==> config.mk <==
export PLATFORM = sky130hd
export DESIGN_NAME = vga_timing_gen
export DESIGN_NICKNAME = d
export VERILOG_FILES = /design/src/rtl/vga_pkg.sv /design/src/rtl/vga_axis_counter.sv /design/src/rtl/vga_timing_gen.sv
export SDC_FILE = /design/constraint.sdc
export NUM_CORES = 1
export LEC_CHECK = 0
export BUFFER_PORTS_ARGS = -buffer_cell sky130_fd_sc_hd__buf_2
export CAP_MARGIN = 20
export CELL_PAD_IN_SITES_DETAIL_PLACEMENT = 2
export CELL_PAD_IN_SITES_GLOBAL_PLACEMENT = 2
export CORE_ASPECT_RATIO = 0.9
export CORE_MARGIN = 2
export CORE_UTILIZATION = 23
export DETAILED_ROUTE_END_ITERATION = 6
export PLACE_DENSITY = 0.86
export SLEW_MARGIN = 20
export SYNTH_ARGS = -nofsm -noshare
export SYNTH_HDL_FRONTEND = slang
export SYNTH_SLANG_ARGS = --single-unit
==> constraint.sdc <==
create_clock -name i_clk -period 2 [get_ports i_clk]
set_input_delay 0.1 -clock i_clk [delete_from_list [all_inputs] [get_ports i_clk]]
set_output_delay 0.1 -clock i_clk [all_outputs]
set_load 0.1 [all_outputs]
==> src/rtl/vga_pkg.sv <==
// Purpose: shared region codes, 640x480@60 timing constants and axis helpers for the VGA timing generator.
// Latency: none (types, constants and a pure function only).
// Backpressure: not applicable.
package vga_pkg;

    // Region of one axis; order matches the scan order along the axis.
    typedef enum logic [1:0] {
        REG_ACTIVE = 2'd0,
        REG_FRONT  = 2'd1,
        REG_SYNC   = 2'd2,
        REG_BACK   = 2'd3
    } region_e;

    // Standard 640x480@60 Hz timing (25.175 MHz pixel clock).
    localparam int VGA640_H_ACTIVE = 640;
    localparam int VGA640_H_FP     = 16;
    localparam int VGA640_H_SYNC   = 96;
    localparam int VGA640_H_BP     = 48;
    localparam int VGA640_V_ACTIVE = 480;
    localparam int VGA640_V_FP     = 10;
    localparam int VGA640_V_SYNC   = 2;
    localparam int VGA640_V_BP     = 33;
    localparam int VGA640_CW       = 10;

    // Length of one axis period in counter steps.
    function automatic int axis_total(input int act, input int fp, input int sync, input int bp);
        return act + fp + sync + bp;
    endfunction

endpackage

==> src/rtl/vga_axis_counter.sv <==
// Purpose: one scan axis: counter 0..TOTAL-1 with wrap flag and region decode.
// Latency: count updates one clock after advance; wrap and region are combinational from the count.
// Backpressure: none; advance is a pure enable, clear has priority over advance.
module vga_axis_counter
    import vga_pkg::*;
#(
    parameter int ACT  = VGA640_H_ACTIVE,
    parameter int FP   = VGA640_H_FP,
    parameter int SYNC = VGA640_H_SYNC,
    parameter int BP   = VGA640_H_BP,
    parameter int CW   = VGA640_CW
) (
    input  logic          i_clk,
    input  logic          i_clear,
    input  logic          i_advance,
    output logic [CW-1:0] o_count,
    output logic          o_wrap,
    output region_e       o_region
);

    localparam int            TOTAL = axis_total(ACT, FP, SYNC, BP);
    localparam logic [CW-1:0] LAST  = CW'(TOTAL - 1);
    localparam logic [CW-1:0] A_END = CW'(ACT);
    localparam logic [CW-1:0] F_END = CW'(ACT + FP);
    localparam logic [CW-1:0] S_END = CW'(ACT + FP + SYNC);

    logic [CW-1:0] count_q;
    logic [CW-1:0] count_d;
    logic          wrap;

    // Next count: step on advance, fold back to zero after the last position.
    always_comb begin
        wrap    = i_advance && (count_q == LAST);
        count_d = count_q;
        if (wrap) begin
            count_d = '0;
        end else if (i_advance) begin
            count_d = count_q + CW'(1);
        end
    end

    // Count register; clear (reset or idle) wins over everything.
    always_ff @(posedge i_clk) begin
        if (i_clear) begin
            count_q <= '0;
        end else begin
            count_q <= count_d;
        end
    end

    // Region decode from the registered count.
    always_comb begin
        if (count_q < A_END) begin
            o_region = REG_ACTIVE;
        end else if (count_q < F_END) begin
            o_region = REG_FRONT;
        end else if (count_q < S_END) begin
            o_region = REG_SYNC;
        end else begin
            o_region = REG_BACK;
        end
    end

    assign o_count = count_q;
    assign o_wrap  = wrap;

endmodule

==> src/rtl/vga_timing_gen.sv <==
// Purpose: VGA raster timing: pixel divider, h/v counters, syncs, data enable, strobes and color gate.
// Latency: timing outputs decode registered state; o_color is a zero-latency gate of i_color.
// Backpressure: none; i_enable low idles the raster and the next enabled cycle restarts at (0,0).
module vga_timing_gen
    import vga_pkg::*;
#(
    parameter int H_ACTIVE = VGA640_H_ACTIVE,
    parameter int H_FP     = VGA640_H_FP,
    parameter int H_SYNC   = VGA640_H_SYNC,
    parameter int H_BP     = VGA640_H_BP,
    parameter int V_ACTIVE = VGA640_V_ACTIVE,
    parameter int V_FP     = VGA640_V_FP,
    parameter int V_SYNC   = VGA640_V_SYNC,
    parameter int V_BP     = VGA640_V_BP,
    parameter int CLK_DIV  = 1,
    parameter bit HS_POL   = 1'b0,
    parameter bit VS_POL   = 1'b0,
    parameter int CW       = VGA640_CW,
    parameter int COLOR_W  = 12
) (
    input  logic               i_clk,
    input  logic               i_reset,
    input  logic               i_enable,
    input  logic [COLOR_W-1:0] i_color,
    output logic [COLOR_W-1:0] o_color,
    output logic               o_hsync,
    output logic               o_vsync,
    output logic               o_de,
    output logic [CW-1:0]      o_x,
    output logic [CW-1:0]      o_y,
    output logic               o_pix_stb,
    output logic               o_line_start,
    output logic               o_frame_start
);

    localparam int               H_TOTAL  = axis_total(H_ACTIVE, H_FP, H_SYNC, H_BP);
    localparam int               V_TOTAL  = axis_total(V_ACTIVE, V_FP, V_SYNC, V_BP);
    localparam int               DIV_W    = (CLK_DIV > 1) ? $clog2(CLK_DIV) : 1;
    localparam logic [DIV_W-1:0] DIV_LAST = DIV_W'(CLK_DIV - 1);
    localparam longint           CNT_MAX  = (longint'(1) << CW) - 1;

    // Reject geometries the counters cannot represent or that have an empty region.
    if (H_ACTIVE == 0 || H_FP == 0 || H_SYNC == 0 || H_BP == 0 ||
        V_ACTIVE == 0 || V_FP == 0 || V_SYNC == 0 || V_BP == 0 ||
        CLK_DIV < 1 || CLK_DIV > 16 ||
        longint'(H_TOTAL - 1) > CNT_MAX || longint'(V_TOTAL - 1) > CNT_MAX) begin : g_bad_params
        $error("vga_timing_gen: zero timing parameter, CLK_DIV out of 1..16, or totals exceed CW");
    end

    // run_q low means idle: counters parked at zero, all outputs inactive.
    // The first enabled edge only sets run_q, so pixel (0,0) is shown for its full CLK_DIV cycles.
    logic             run_q;
    logic             run_d;
    logic [DIV_W-1:0] div_q;
    logic [DIV_W-1:0] div_d;

    logic             axis_clear;
    logic             h_adv;
    logic [CW-1:0]    h_count;
    logic [CW-1:0]    v_count;
    logic             h_wrap;
    logic             v_wrap_unused;
    region_e          h_region;
    region_e          v_region;

    // Next run flag and pixel divider.
    always_comb begin
        run_d = run_q;
        div_d = div_q;
        if (i_reset || !i_enable) begin
            run_d = 1'b0;
            div_d = '0;
        end else if (!run_q) begin
            run_d = 1'b1;
            div_d = '0;
        end else if (div_q == DIV_LAST) begin
            div_d = '0;
        end else begin
            div_d = div_q + DIV_W'(1);
        end
    end

    // Run flag and divider registers with synchronous reset.
    always_ff @(posedge i_clk) begin
        if (i_reset) begin
            run_q <= 1'b0;
            div_q <= '0;
        end else begin
            run_q <= run_d;
            div_q <= div_d;
        end
    end

    assign axis_clear = i_reset || !i_enable;
    assign h_adv      = run_q && (div_q == DIV_LAST);

    vga_axis_counter #(
        .ACT  (H_ACTIVE),
        .FP   (H_FP),
        .SYNC (H_SYNC),
        .BP   (H_BP),
        .CW   (CW)
    ) u_h_axis (
        .i_clk     (i_clk),
        .i_clear   (axis_clear),
        .i_advance (h_adv),
        .o_count   (h_count),
        .o_wrap    (h_wrap),
        .o_region  (h_region)
    );

    // End of frame is already visible as frame_start, so the vertical wrap has no consumer.
    vga_axis_counter #(
        .ACT  (V_ACTIVE),
        .FP   (V_FP),
        .SYNC (V_SYNC),
        .BP   (V_BP),
        .CW   (CW)
    ) u_v_axis (
        .i_clk     (i_clk),
        .i_clear   (axis_clear),
        .i_advance (h_wrap),
        .o_count   (v_count),
        .o_wrap    (v_wrap_unused),
        .o_region  (v_region)
    );

    // Output decode from registered state only; the color gate is the sole input-to-output path.
    always_comb begin
        o_pix_stb     = run_q && (div_q == '0);
        o_line_start  = o_pix_stb && (h_count == '0);
        o_frame_start = o_line_start && (v_count == '0);
        o_de          = run_q && (h_region == REG_ACTIVE) && (v_region == REG_ACTIVE);
        o_hsync       = (run_q && h_region == REG_SYNC) ? HS_POL : ~HS_POL;
        o_vsync       = (run_q && v_region == REG_SYNC) ? VS_POL : ~VS_POL;
        o_x           = h_count;
        o_y           = v_count;
        o_color       = o_de ? i_color : '0;
    end

endmodule

======== Yosys cells after proc, flatten, opt, wreduce, memory -nomap -nowiden ========
Cells that the tools add are included.
word-level totals
  word-level logic and storage cells ...... 47
  input bits .............................. 15
  register bits ........................... 22
  output and inout port bits .............. 38
cells by class
  equal/unequal tests ..................... 4
  muxes and demuxes ....................... 10
  add/sub/neg operators ................... 3
  $lt $le $gt $ge ......................... 6
  bitwise logic cells ..................... 2
  reduce and logical (&&, ||, !) cells .... 18
operators by type and width
  cell                                                         count
  less-than comparator 10 bit, second input constant           3
  less-than comparator 10 x 9 -> 1 bit, second input constant  3
  adder 10 x 1 -> 10 bit, second input constant                2
  == test 10 bit, second input constant                        2
  logical NOT 10 bit                                           2
  2-to-1 mux 12 bit                                            1
  logical AND 1 bit                                            9
  2-to-1 mux 2 bit                                             4
  2-to-1 mux 1 bit                                             5
  == test 2 bit, second input constant                         2
  logical NOT 2 bit                                            2
  OR reduction 2 bit                                           2
  OR reduction 4 bit                                           1
  inverter 1 bit                                               2
  adder 1 bit, second input constant                           1
  logical NOT 1 bit                                            1
  logical OR 1 bit                                             1

======== Depth between registers and ports, before layout ========
  word-level depth ........................ 8
  depth in mapped cells ................... 7
  depth with buffers taken out ............ 5

======== Modules after synthesis ========
Synthesis repeated with hierarchy kept, for this count alone.
second synthesis, totals
  cell total of the unflattened synthesis .. 153
  area, all modules ....................... 1318.8 um2
modules (own cells, without submodules)
  module                        times used  area an instance (um2)  cells each
  vga_axis_counter at u_v_axis  1           545.5                   62
  vga_axis_counter at u_h_axis  1           540.5                   60
  vga_timing_gen                1           232.7                   31

======== Worst setup path before layout ========
Ideal clock, no wire load.
  path kind ............................... flip-flop to output port
  from .................................... register run_q
  to ...................................... output o_frame_start
  path buffers ............................ 1
  slack ................................... -6077 ps
  stages on the path, launching flop included .. 6
  arrival ................................. 7977 ps
  required time ........................... 1900 ps
  cells stage by stage .................... dfxtp_1 nor2b_1 clkbuf_1 nand3_1 nor4b_1 nor4bb_1
on the way
  cells in the longest elaborated chain, start to end .. 3
RTL lines
  what                      line                   source
  start: declaration        vga_timing_gen.sv:52   logic run_q;
  start signal: assignment  vga_timing_gen.sv:89   run_q <= run_d;
  logical AND 1 bit         vga_timing_gen.sv:130  o_pix_stb = run_q && (div_q == '0);
  via o_pix_stb             vga_timing_gen.sv:31   output logic o_pix_stb,
  logical AND 1 bit         vga_timing_gen.sv:131  o_line_start = o_pix_stb && (h_count == '0);
  via o_line_start          vga_timing_gen.sv:32   output logic o_line_start,
  logical AND 1 bit         vga_timing_gen.sv:132  o_frame_start = o_line_start && (v_count == '0);
  end: declaration          vga_timing_gen.sv:33   output logic o_frame_start
The timed path passes the listed nets, and every way through them passes these cells.

======== Worst setup path in the final report ========
  from .................................... register u_h_axis.count_q[6], in the netlist u_h_axis.o_count[6]
  to ...................................... register u_v_axis.count_q[3], in the netlist u_v_axis.o_count[3]
on the way
  cells in the longest elaborated chain, start to end .. 4
RTL lines
  what                                 line                    source
  start: declaration                   vga_axis_counter.sv:27  logic [CW-1:0] count_q;
  start signal: assignment             vga_axis_counter.sv:47  count_q <= count_d;
  == test 10 bit (*)                   vga_axis_counter.sv:33  wrap = i_advance && (count_q == LAST);
  logical AND 1 bit (*)                vga_axis_counter.sv:33
  logical AND 1 bit                    vga_axis_counter.sv:33
  OR reduction 2 bit (no source line)  -
  end signal: assignment               vga_axis_counter.sv:47
  end: declaration                     vga_axis_counter.sv:27
Every way passes the cells marked *; elsewhere a longest branch is shown, timed or not.
A chain may end at the register's enable or synchronous reset.

==> qor_table.md <==
| Quantity | Value | Unit |
|:---|:---|:---|
| Outcome | complete, but fails checks | - |
| Failing checks | setup timing | - |
| First drt pass iteration count | 4 | - |
| Number of distinct library cell variants in the gate-level netlist after synthesis | 35 | - |
| Total power density per cell area | 424 | nW/um2 |
| Ant. Diodes | 0 | - |
| Final WS setup | -0.107 | ns |
| Final hold violation count | 0 | - |
| Class of the tightest hold or removal check | primary input to register | - |
| Remaining DRCs | 0 | - |
| Initial core utilization | 23.4 | % |
| Core Rows | 25 | - |
| Synthesized netlist net count | 162 | - |
| Clk root buf | sky130_fd_sc_hd__clkbuf_8 | - |
| Area leader, netlist | sky130_fd_sc_hd__dfxtp_1 | - |
| Syn-to-layout area delta | 84.5 | % |
| Number of max-cap violations | 0 | - |
| Worst Hold Path EP | run_q | - |
| Wire per inst | 18.0 | um |
| Nature of the critical path endpoint | register | - |
| Detailed Place HPWL | 3910 | um |
| Classification of the worst setup path | register to register | - |
| Number of setup violations in the final report | 6 | - |
| Number of CTS-inserted buffers | 3 | - |
| Reg-to-reg slack, setup | -0.11 | ns |
| Total negative slack | -0.314 | ns |
| Fraction of the yosys area taken by sequential cells | 36.5 | % |
| Leading cell type by number of instances after synthesis | sky130_fd_sc_hd__dfxtp_1 | - |
| Max Freq | 475 | MHz |
| Vias | 1372 | - |
| Number of warnings issued by yosys | 0 | - |
| Die area | 5850 | um2 |
| CP arrival | 2.29 | ns |
| Critical-path maximum fanout | 7 | - |
| Vias in the first global route | 1452 | - |
| Number of fill cells in the layout | 574 | - |
| Quantity of hold-fixing buffers added after cts | 0 | - |
| Startpoint of the most critical register-to-register path | u_h_axis.o_count[6] | - |
| Post-layout min period | 2.11 | ns |
| Hold Crit Start | i_reset | - |
| Worst path required time | 2.18 | ns |
| Largest vdd supply drop | 0.220 | mV |
| Final net count | 237 | - |
| Final global-route overflow total | 0 | - |
| Average cell area after synthesis | 8.44 | um2 |
| Hold depth | 2 | - |
| Placer congestion estimate | 0.747 | - |
| Utilization of the core after routing | 43.2 | % |
| Post-Place Setup Slack | -0.121 | ns |
| Crit path largest cell delay | 0.50 | ns |
| Top cells by area, synth | sky130_fd_sc_hd__dfxtp_1 (36%), sky130_fd_sc_hd__and2_1 (7.3%), sky130_fd_sc_hd__nor2_1 (5.3%) | - |
| DRT iter0 DRCs | 38 | - |
| Count of clock tree sinks | 22 | - |
| CP cell instances | or4b_4, or4_4, buf_6, or3_4, a21oi_2 | - |
| Leading cell types by count after synthesis | sky130_fd_sc_hd__dfxtp_1 (22), sky130_fd_sc_hd__nor2_1 (17), sky130_fd_sc_hd__and2_1 (14) | - |
| Category of the worst setup path launch point | register | - |
| Clock H-tree levels | 1 | - |
| Horizontal die dimension | 80.4 | um |
| Post-route clock skew | 0.0115 | ns |
| Final period util | 105 | % |
| Fin. max-slew vios | 0 | - |
| Routed Antenna Nets | 0 | - |
| Setup repair after global routing missed its margin | yes | - |
| Endpoint of the most critical register-to-register path | u_v_axis.o_count[3] | - |
| Number of top-level design ports | 53 | - |
| Die boundary height | 72.7 | um |
| Critical-path cell with the highest stage delay | sky130_fd_sc_hd__or4b_4 | - |
| Maximum count of clock buffers along a single path | 2 | - |
| Flop and latch count out of synthesis | 22 | - |
| CTS tree | built | - |
| Clock-pin slew of the registers on the worst-case setup and hold paths | 0.09 | ns |
| Insertion delay to the later sink of the worst-skew pair | 0.27 | ns |
| Pleak | 0.875 | nW |
| Count of mapped cells out of synthesis | 143 | - |
| Share of layout cells above drive strength 1 | 60.4 | % |
| Number of flops mapped to enable cells by yosys | 0 | - |
| Core region area | 5160 | um2 |
| Synthesized area | 1210 | um2 |
| Wire length of the first global-routing pass | 7760 | um |
| Post-synth ARST share | 0 | % |
| Maximum number of pins on one net before global-route repair | 14 | - |
| Most used DFF post-synth | sky130_fd_sc_hd__dfxtp_1 | - |
| Port Buffers | 52 | - |
| Final wirelength | 5120 | um |
| Number of antenna violations at the first check in global routing | 0 | - |
| Global router's overall resource usage | 17.3 | % |
| Vias/cell | 4.83 | - |
| Area share of the leading cell type in the synthesized netlist | 36.5 | % |
| Worst r2r path cells | 5 | - |
final cells by class:
| class | instances | area, um2 | share of cell area (%) |
|---|---|---|---|
| clock buffer | 3 | 41.3 | 1.85 |
| clock inverter | 1 | 3.75 | 0.169 |
| inverter | 7 | 26.3 | 1.18 |
| multi-input combinational | 110 | 900 | 40.4 |
| sequential | 22 | 500 | 22.5 |
| tap | 67 | 83.8 | 3.76 |
| timing repair buffer | 74 | 672 | 30.2 |
worst max-delay path by stage:
stage / endpoint / depth (start not counted) / slack [ns] / from
2_1_floorplan: o_frame_start / 4 / -1.27 / u_h_axis.o_count[8]
3_3_place_gp: u_v_axis.o_count[9] / 5 / -0.07 / u_h_axis.o_count[5]
3_5_place_dp: u_v_axis.o_count[3] / 6 / -0.12 / u_h_axis.o_count[5]
4_1_cts: u_v_axis.o_count[3] / 6 / -0.12 / u_h_axis.o_count[5]
5_1_grt: u_v_axis.o_count[3] / 5 / -0.15 / u_h_axis.o_count[5]
6_report: u_v_axis.o_count[3] / 5 / -0.11 / u_h_axis.o_count[6]
kinds of logic (layout without fill, tap and decap cells):
| group | after synthesis | after routing | share of synthesized area (%) |
|---|---|---|---|
| buffers and inverters | 11 | 85 | 4.15 |
| flip-flops | 22 | 22 | 36.5 |
| AND/OR/NAND/NOR | 75 | 75 | 36.9 |
| adder cells (fa/ha/maj) | 4 | 4 | 4.15 |
| AO/OA/AOI/OAI | 18 | 18 | 9.22 |
| other | 1 | 1 | 0.311 |
| multiplexers | 1 | 1 | 0.829 |
| XOR/XNOR | 11 | 11 | 7.98 |
cell usage in the layout (no fill, tap or decap), drive strengths merged, types with 5 or more instances in the layout:
| cell | count |
|---|---|
| a21oi | 8 |
| and2 | 14 |
| buf | 74 |
| dfxtp | 22 |
| inv | 7 |
| nand2 | 6 |
| nand3 | 6 |
| nand4 | 5 |
| nor2 | 17 |
| o21ai | 6 |
| xnor2 | 6 |
| xor2 | 5 |
routing by layer:
layer | track usage, % | wire length (um) | share of wire (%)
met5 | 0 | 0 | 0
met4 | 3.95 | 31 | 0.61
met3 | 2.60 | 239 | 4.7
met2 | 31.9 | 2630 | 51
met1 | 21.2 | 2210 | 43
flip-flops by register name, indices dropped and copies added, names as in the netlist:
| name | cells |
|---|---|
| u_v_axis.o_count | 10 |
| div_q | 1 |
| u_h_axis.o_count | 10 |
| run_q | 1 |
repair_timing:
action | in CTS | in global routing
pin swaps | 1 | 4
endpoints found under the setup margin | 21 | 24
setup buffers | 1 | 3
resized for setup | 4 | 17
metrics by stage:
| stage | power (mW) | instance area, um2 | instances | hold WS [ns] |
|---|---|---|---|---|
| global route | 0.984 | 2230 | 284 | 0.0965 |
| CTS | 0.950 | 2140 | 282 | 0.0893 |
| detailed placement | 0.659 | 2080 | 277 | 0.373 |
| finish | 0.944 | 2230 | 284 | 0.0827 |
| global placement | 0.654 | 2080 | 277 | 0.366 |
| floorplan | 0.571 | 1410 | 143 | 0.234 |
report_power, final:
part           internal [mW]  switching (mW)  leakage (nW)
clock                  0.137           0.155        0.0231
sequential             0.422         0.00345         0.192
combinational         0.0844           0.141         0.660
total                  0.643           0.300         0.875
critical path, delay by kind of cell (launching register included):
kind | cells | cell delay, ns
AOI/OAI and AO/OA | 1 | 0.17
DFF | 1 | 0.35
buffers and inverters | 1 | 0.17
and+or+nand+nor | 3 | 1.32
Note: power is estimated with default switching activity, not from simulation.
